<file path="config.mk">
export PLATFORM = sky130hd
export DESIGN_NAME = pwm_apb_regs_flat
export DESIGN_NICKNAME = d
export VERILOG_FILES = /design/src/rtl/pwm_apb_regs_if.sv /design/src/rtl/pwm_apb_regs.sv /design/src/flat_wrapper.sv
export SDC_FILE = /design/constraint.sdc
export NUM_CORES = 1
export LEC_CHECK = 0
export ABC_AREA = 1
export ABC_CLOCK_PERIOD_IN_PS = 2700
export BUFFER_PORTS_ARGS = -buffer_cell sky130_fd_sc_hd__buf_2
export CAP_MARGIN = 10
export CORE_MARGIN = 2
export CORE_UTILIZATION = 41
export CTS_CLUSTER_DIAMETER = 30
export CTS_CLUSTER_SIZE = 28
export DETAILED_ROUTE_END_ITERATION = 6
export PLACE_DENSITY = 0.61
export REMOVE_ABC_BUFFERS = 1
export SLEW_MARGIN = 20
export SYNTH_ARGS = -nofsm -noshare
export SYNTH_HDL_FRONTEND = slang
export SYNTH_SLANG_ARGS = --single-unit
</file>
<file path="constraint.sdc">
create_clock -name clk -period 2.7 [get_ports clk]
set_clock_uncertainty 0.1 [all_clocks]
set_input_delay 0.27 -clock clk [delete_from_list [all_inputs] [get_ports clk]]
set_output_delay 0.27 -clock clk [all_outputs]
set_load 0.005 [all_outputs]
</file>
<file path="src/rtl/pwm_apb_regs_if.sv">
// APB3 bus bundle between a master and the PWM register bank.
interface pwm_apb_regs_if #(
  parameter int unsigned DATA_WIDTH = 32,
  parameter int unsigned ADDR_WIDTH = 4
) ();
  logic                  psel;
  logic                  penable;
  logic                  pwrite;
  logic [ADDR_WIDTH-1:0] paddr;
  logic [DATA_WIDTH-1:0] pwdata;
  logic [DATA_WIDTH-1:0] prdata;
  logic                  pready;
  logic                  pslverr;

  modport master (
    output psel, penable, pwrite, paddr, pwdata,
    input  prdata, pready, pslverr
  );

  modport slave (
    input  psel, penable, pwrite, paddr, pwdata,
    output prdata, pready, pslverr
  );
endinterface

</file>
<file path="src/rtl/pwm_apb_regs.sv">
// APB3 register bank feeding the PWM generator. Software stages PERIOD/DUTY, then a
// commit validates the pair and copies it atomically to the active outputs.
module pwm_apb_regs #(
  parameter int unsigned DATA_WIDTH    = 32,
  parameter int unsigned ADDR_WIDTH    = 4,
  parameter int unsigned MAX_PERIOD_US = 4294967
) (
  input  logic                  clk,
  input  logic                  rst,
  pwm_apb_regs_if.slave         io_apb,
  output logic [DATA_WIDTH-1:0] o_pwm_period,
  output logic [DATA_WIDTH-1:0] o_pwm_duty
);

  localparam logic [ADDR_WIDTH-1:0] AddrCtrl   = ADDR_WIDTH'(0);
  localparam logic [ADDR_WIDTH-1:0] AddrPeriod = ADDR_WIDTH'(4);
  localparam logic [ADDR_WIDTH-1:0] AddrDuty   = ADDR_WIDTH'(8);
  localparam logic [ADDR_WIDTH-1:0] AddrStatus = ADDR_WIDTH'(12);
  localparam logic [DATA_WIDTH-1:0] MaxPeriod  = DATA_WIDTH'(MAX_PERIOD_US);

  // ApbWait covers the first access cycle, ApbDone is the single pready=1 cycle.
  typedef enum logic [1:0] {ApbIdle, ApbWait, ApbDone} apb_state_e;
  typedef enum logic [1:0] {CmtIdle, CmtCheck, CmtApply} cmt_state_e;

  apb_state_e            r_apb_state, w_apb_state_d;
  cmt_state_e            r_cmt_state, w_cmt_state_d;

  logic                  r_en;
  logic                  r_err;
  logic [DATA_WIDTH-1:0] r_stg_period;
  logic [DATA_WIDTH-1:0] r_stg_duty;
  logic [DATA_WIDTH-1:0] r_act_period;
  logic [DATA_WIDTH-1:0] r_act_duty;
  logic [DATA_WIDTH-1:0] r_pwm_duty;
  logic [DATA_WIDTH-1:0] r_prdata;
  logic                  r_pslverr;

  logic                  w_busy;
  logic                  w_unaligned;
  logic                  w_sel_ctrl, w_sel_period, w_sel_duty, w_sel_status;
  logic                  w_capture;
  logic                  w_slverr;
  logic                  w_wr_en;
  logic                  w_commit_req;
  logic                  w_legal;
  logic [DATA_WIDTH-1:0] w_rdata;

  assign w_busy       = (r_cmt_state != CmtIdle);
  assign w_unaligned  = (io_apb.paddr[1:0] != 2'b00);
  assign w_sel_ctrl   = (io_apb.paddr == AddrCtrl);
  assign w_sel_period = (io_apb.paddr == AddrPeriod);
  assign w_sel_duty   = (io_apb.paddr == AddrDuty);
  assign w_sel_status = (io_apb.paddr == AddrStatus);

  // Response is decided at the end of the wait cycle; the write itself lands at the end of
  // the pready cycle, gated by the already-registered error so both always agree.
  assign w_capture    = (r_apb_state == ApbWait) && io_apb.psel && io_apb.penable;
  assign w_slverr     = w_unaligned
                      || (io_apb.pwrite && w_sel_status)
                      || (io_apb.pwrite && w_busy && (w_sel_ctrl || w_sel_period || w_sel_duty));
  assign w_wr_en      = (r_apb_state == ApbDone) && io_apb.psel && io_apb.penable
                      && io_apb.pwrite && !r_pslverr;
  assign w_commit_req = w_wr_en && w_sel_ctrl && io_apb.pwdata[1];
  assign w_legal      = (r_stg_period != '0) && (r_stg_period <= MaxPeriod)
                      && (r_stg_duty <= r_stg_period);

  assign io_apb.pready  = (r_apb_state == ApbDone);
  assign io_apb.prdata  = r_prdata;
  assign io_apb.pslverr = r_pslverr;
  assign o_pwm_period   = r_act_period;
  assign o_pwm_duty     = r_pwm_duty;

  // Read data mux; unmapped bits and addresses read as 0.
  always_comb begin
    w_rdata = '0;
    if (!w_unaligned) begin
      if (w_sel_ctrl) begin
        w_rdata[0] = r_en;
      end else if (w_sel_period) begin
        w_rdata = r_stg_period;
      end else if (w_sel_duty) begin
        w_rdata = r_stg_duty;
      end else if (w_sel_status) begin
        w_rdata[0] = w_busy;
        w_rdata[1] = r_err;
      end
    end
  end

  // APB transfer FSM next state.
  always_comb begin
    w_apb_state_d = r_apb_state;
    case (r_apb_state)
      ApbIdle: if (io_apb.psel && !io_apb.penable) w_apb_state_d = ApbWait;
      ApbWait: begin
        if (!io_apb.psel) begin
          w_apb_state_d = ApbIdle;
        end else if (io_apb.penable) begin
          w_apb_state_d = ApbDone;
        end
      end
      ApbDone: w_apb_state_d = ApbIdle;
      default: w_apb_state_d = ApbIdle;
    endcase
  end

  // APB transfer FSM state register.
  always_ff @(posedge clk or negedge rst) begin
    if (!rst) r_apb_state <= ApbIdle;
    else      r_apb_state <= w_apb_state_d;
  end

  // Response registers: valid only during the pready cycle.
  always_ff @(posedge clk or negedge rst) begin
    if (!rst) begin
      r_prdata  <= '0;
      r_pslverr <= 1'b0;
    end else begin
      r_prdata  <= (w_capture && !io_apb.pwrite) ? w_rdata : '0;
      r_pslverr <= w_capture && w_slverr;
    end
  end

  // Software-writable registers.
  always_ff @(posedge clk or negedge rst) begin
    if (!rst) begin
      r_en         <= 1'b0;
      r_stg_period <= '0;
      r_stg_duty   <= '0;
    end else if (w_wr_en) begin
      if (w_sel_ctrl)   r_en         <= io_apb.pwdata[0];
      if (w_sel_period) r_stg_period <= io_apb.pwdata;
      if (w_sel_duty)   r_stg_duty   <= io_apb.pwdata;
    end
  end

  // Commit FSM next state; staging is frozen while busy since writes are rejected.
  always_comb begin
    w_cmt_state_d = r_cmt_state;
    case (r_cmt_state)
      CmtIdle:  if (w_commit_req) w_cmt_state_d = CmtCheck;
      CmtCheck: w_cmt_state_d = w_legal ? CmtApply : CmtIdle;
      CmtApply: w_cmt_state_d = CmtIdle;
      default:  w_cmt_state_d = CmtIdle;
    endcase
  end

  // Commit FSM state register.
  always_ff @(posedge clk or negedge rst) begin
    if (!rst) r_cmt_state <= CmtIdle;
    else      r_cmt_state <= w_cmt_state_d;
  end

  // Active pair and sticky error, updated only by the commit FSM.
  always_ff @(posedge clk or negedge rst) begin
    if (!rst) begin
      r_act_period <= '0;
      r_act_duty   <= '0;
      r_err        <= 1'b0;
    end else if (r_cmt_state == CmtCheck && !w_legal) begin
      r_err <= 1'b1;
    end else if (r_cmt_state == CmtApply) begin
      r_act_period <= r_stg_period;
      r_act_duty   <= r_stg_duty;
      r_err        <= 1'b0;
    end
  end

  // Gated duty output: zero holds the PWM low while disabled.
  always_ff @(posedge clk or negedge rst) begin
    if (!rst) r_pwm_duty <= '0;
    else      r_pwm_duty <= r_en ? r_act_duty : '0;
  end

endmodule

</file>
<file path="src/flat_wrapper.sv">
// flat-port wrapper written by rule: the top's interface ports become plain ports
module pwm_apb_regs_flat 
#(
  parameter int unsigned DATA_WIDTH    = 32,
  parameter int unsigned ADDR_WIDTH    = 4,
  parameter int unsigned MAX_PERIOD_US = 4294967
)
  (clk, rst, o_pwm_period, o_pwm_duty, io_apb_psel, io_apb_penable, io_apb_pwrite, io_apb_paddr, io_apb_pwdata, io_apb_prdata, io_apb_pready, io_apb_pslverr);
  pwm_apb_regs_if #(.DATA_WIDTH(DATA_WIDTH), .ADDR_WIDTH(ADDR_WIDTH)) io_apb_i ();
  input  logic clk;
  input  logic rst;
  output logic [DATA_WIDTH-1:0] o_pwm_period;
  output logic [DATA_WIDTH-1:0] o_pwm_duty;
  input wire logic [$bits(io_apb_i.psel)-1:0] io_apb_psel;
  input wire logic [$bits(io_apb_i.penable)-1:0] io_apb_penable;
  input wire logic [$bits(io_apb_i.pwrite)-1:0] io_apb_pwrite;
  input wire logic [$bits(io_apb_i.paddr)-1:0] io_apb_paddr;
  input wire logic [$bits(io_apb_i.pwdata)-1:0] io_apb_pwdata;
  output wire logic [$bits(io_apb_i.prdata)-1:0] io_apb_prdata;
  output wire logic [$bits(io_apb_i.pready)-1:0] io_apb_pready;
  output wire logic [$bits(io_apb_i.pslverr)-1:0] io_apb_pslverr;
  assign io_apb_i.psel = io_apb_psel;
  assign io_apb_i.penable = io_apb_penable;
  assign io_apb_i.pwrite = io_apb_pwrite;
  assign io_apb_i.paddr = io_apb_paddr;
  assign io_apb_i.pwdata = io_apb_pwdata;
  assign io_apb_prdata = io_apb_i.prdata;
  assign io_apb_pready = io_apb_i.pready;
  assign io_apb_pslverr = io_apb_i.pslverr;
  pwm_apb_regs #(.DATA_WIDTH(DATA_WIDTH), .ADDR_WIDTH(ADDR_WIDTH), .MAX_PERIOD_US(MAX_PERIOD_US)) u_core (.clk(clk), .rst(rst), .io_apb(io_apb_i), .o_pwm_period(o_pwm_period), .o_pwm_duty(o_pwm_duty));
endmodule
</file>
==> run summary <==
================================================================================
Result of the run ................................................. finished, final reports clean
Number of vias after detailed routing .............................         6217
Insertion delay of the later-clocked pin in the worst-skew pair ...      0.43 ns
Most used cells in the layout excluding fill and tap cells ........ sky130_fd_sc_hd__nand2_1 (247), sky130_fd_sc_hd__dfrtp_1 (199), sky130_fd_sc_hd__buf_2 (137)
Final worst hold slack ............................................   0.00873 ns
Starting utilization of the core area .............................        41.5%
Internal reg-to-reg setup slack ...................................      0.60 ns
Share of async-settable or async-resettable flops after synthesis .         100%
Peak clock frequency supported by timing ..........................      476 MHz
Diode insertion count for antenna repair ..........................            0
Number of cells produced by synthesis .............................          877
Number of unique standard cell types used by synthesis ............           27
Kind of start point of the critical path ..........................    flip-flop
Internal power component ..........................................      4370 uW
Number of setup violations in the final report ....................            0
Final TNS setup ...................................................         0 ns
Leakage ...........................................................   0.00551 uW
Placeable core region .............................................    20200 um2
Total Routed Length ...............................................      19.6 mm
Vias per cell .....................................................         4.74
Pin count of the biggest net entering global routing ..............           70
Share of total power in sequential cells ..........................        52.7%
Total of fill cells in the finished design ........................         1927
Final worst path period share .....................................        77.8%
Reported net switching power ......................................      1340 uW
Crit path DAT .....................................................      2.37 ns
Die H .............................................................       147 um
Buffers added on ports ............................................          138
Final-stage net count .............................................         1101
Via count of the first global-routing pass ........................         5981
CTS H-Tree Depth ..................................................            4
Shortest period the worst path allows .............................      2.10 ns
Area of the multi-input gates .....................................     2810 um2
Footprint of the flip-flops and latches ...........................     4980 um2
Tot Pwr ...........................................................      5700 uW
Fin. Hold Viols ...................................................            0
Largest vdd supply drop ...........................................     0.412 mV
Transition time at the pin with the least slew margin .............     0.784 ns
Aggregate global-route resource usage .............................        18.6%
Share of synthesized area occupied by flip-flops and latches ......        59.5%
Wire length per cell ..............................................      14.9 um
Bufs on Longest Clock Path ........................................            2
Clock tree from TritonCTS .........................................          yes
Endpoint required time on the critical path .......................      2.97 ns
Max-slew violation count ..........................................            0
Estimated wirelength of the detail-placed design ..................      13.4 mm
Detailed-router iteration count before antenna repair .............            7
Number of max-capacitance violations reported .....................            0
Endpoint kind of the worst setup timing path ......................    flip-flop
DR DRC count ......................................................            0
Synth Warn # ......................................................            0
Initial antenna violation count ...................................            0
Cell area power density ...........................................   563 nW/um2
Count of state elements after synthesis ...........................          199
Mean instance size in the synthesized netlist .....................     9.55 um2
Die width .........................................................       147 um
Switching power as a share of total power .........................        23.4%
Global route overflow .............................................            0
1st-iter DRT viols ................................................          370
Most common cell after layout, fill and taps aside ................ sky130_fd_sc_hd__nand2_1
Clock Power Share .................................................        42.6%
Die Outline Area ..................................................    21600 um2
Buffer count from post-CTS setup fixing ...........................            0
Hold crit path type ...............................................    in -> reg
Area of the mapped netlist ........................................     8370 um2
Post-DRT Antenna Nets .............................................            0
First-pass GRT wire length ........................................      31.3 mm
Critical path class ...............................................   reg -> reg
Maximum fanout along the worst path ...............................            3
RSZ-0062 raised after global routing ..............................           no
Root buffer selected by CTS ....................................... sky130_fd_sc_hd__clkbuf_16
Top_reg_cell synth ................................................ sky130_fd_sc_hd__dfrtp_1
Inserted Clock Buffers ............................................           17
Final weighted congestion in routability-driven placement .........        0.810
Clk pin slew, worst setup/hold paths ..............................      0.07 ns
Clock sinks .......................................................          199
Ports placed on the boundary ......................................          139
Max-Slew Margin vs Limit ..........................................        47.7%
Number of rows in the core area ...................................           52
Synth-to-Final Area Change ........................................        20.9%
Fraction of final layout cells with drive strength greater than 1 .        21.2%
Count of flip-flops with a built-in enable after synthesis ........            0
Combinational Power Share .........................................         4.7%
================================================================================
[cell type report]
class	count	area share, %
flip-flops and latches	199	49.2
multi-input cells	528	27.8
repair buffers	167	9.95
clock buffers	19	4.28
inverters	115	4.26
well taps	270	3.34
clock inverters	13	1.22
[through the flow]
| step | util, % | std cells | instance area [um2] | setup slack [ns] |
|---|---|---|---|---|
| 2_1_floorplan | - | 842 | 8220 | 0.0925 |
| 3_3_place_gp | 46.7 | 1263 | 9410 | 0.644 |
| 3_5_place_dp | 46.7 | 1263 | 9410 | 0.633 |
| 4_1_cts | 50.2 | 1311 | 10100 | 0.604 |
| 5_1_grt | 50.2 | 1311 | 10100 | 0.436 |
| 6_report | 50.2 | 1311 | 10100 | 0.601 |
[sequential cells by signal, indices dropped and copies added, names as in the netlist]
signal                 count
u_core.io_apb.prdata      32
u_core.r_cmt_state         2
u_core.r_en                1
u_core.o_pwm_duty         32
u_core.io_apb.pslverr      1
u_core.r_stg_period       32
u_core.r_stg_duty         32
u_core.o_pwm_period       32
u_core.r_apb_state         2
u_core.r_act_duty         32
u_core.r_err               1
[layer usage]
| layer | part of all wire (%) | vias to the layer above | GRT usage [%] | wire length [um] |
|---|---|---|---|---|
| met4 | 1.8 | 0 | 6.39 | 345 |
| li1 | - | 3109 | - | - |
| met3 | 3.3 | 30 | 3.14 | 647 |
| met5 | 0 | - | 0 | 0 |
| met2 | 48 | 138 | 29.9 | 9350 |
| met1 | 47 | 2940 | 26.0 | 9240 |
[power groups by stage]
stage | logic (uW) | registers [uW] | clock network (uW)
final | 268 | 3000 | 2430
after global routing | 312 | 3000 | 2610
after CTS | 276 | 3000 | 2500
after detailed placement | 257 | 3060 | 0
after global placement | 255 | 3060 | 0
after floorplan | 109 | 3060 | 0
[final timing paths]
| kind | start | end | cells after the start |
|---|---|---|---|
| setup / recovery | u_core.r_stg_period[31] | u_core.r_err | 12 |
| hold / removal | io_apb_pwdata[20] | u_core.r_stg_period[20] | 3 |
| setup reg to reg | u_core.r_stg_period[31] | u_core.r_err | 12 |
| hold reg to reg | u_core.r_act_duty[7] | u_core.o_pwm_duty[7] | 2 |
| max in group asynchronous | rst | u_core.r_en | 3 |
| min in group asynchronous | rst | u_core.o_pwm_duty[24] | 2 |
[cell usage after synthesis, types with 2 or more instances]
cell / count / area [um2]
sky130_fd_sc_hd__a21oi_1: 48 / 240
sky130_fd_sc_hd__a31oi_1: 2 / 12.5
sky130_fd_sc_hd__buf_2: 20 / 100
sky130_fd_sc_hd__clkbuf_1: 15 / 56.3
sky130_fd_sc_hd__dfrtp_1: 199 / 4980
sky130_fd_sc_hd__ha_1: 32 / 400
sky130_fd_sc_hd__inv_1: 112 / 420
sky130_fd_sc_hd__inv_2: 3 / 11.3
sky130_fd_sc_hd__mux2_2: 31 / 349
sky130_fd_sc_hd__nand2_1: 248 / 931
sky130_fd_sc_hd__nand3_1: 5 / 25.0
sky130_fd_sc_hd__nand3_2: 2 / 20.0
sky130_fd_sc_hd__nand4_1: 8 / 50.1
sky130_fd_sc_hd__nor2_1: 28 / 105
sky130_fd_sc_hd__nor3_1: 7 / 35.0
sky130_fd_sc_hd__nor4_1: 5 / 31.3
sky130_fd_sc_hd__o21ai_0: 59 / 295
sky130_fd_sc_hd__o21ai_1: 44 / 220
[critical path: stages, from the launching register on]
cell	delay, ns
sky130_fd_sc_hd__dfrtp_1	0.38
sky130_fd_sc_hd__inv_1	0.08
sky130_fd_sc_hd__ha_1	0.30
sky130_fd_sc_hd__nand2_1	0.07
sky130_fd_sc_hd__nor2_1	0.20
sky130_fd_sc_hd__nand2_1	0.16
sky130_fd_sc_hd__nor4_1	0.32
sky130_fd_sc_hd__nand2_1	0.10
sky130_fd_sc_hd__nand2_1	0.07
sky130_fd_sc_hd__nand2_1	0.04
sky130_fd_sc_hd__nand2_1	0.10
sky130_fd_sc_hd__nand2_1	0.06
sky130_fd_sc_hd__nand2_1	0.05
[repair_timing]
action                    CTS  global route
gates resized for setup     0             0
hold endpoints to repair   86             0
hold buffers               16             0
[cell families after synthesis]
family          share of synthesized area (%)
simple gates                             14.8
flops                                    59.5
compound gates                           9.76
buf+inv                                  7.02
fa+ha+maj                                4.78
mux                                      4.17
No activity file was read; power rests on OpenSTA's default activity.
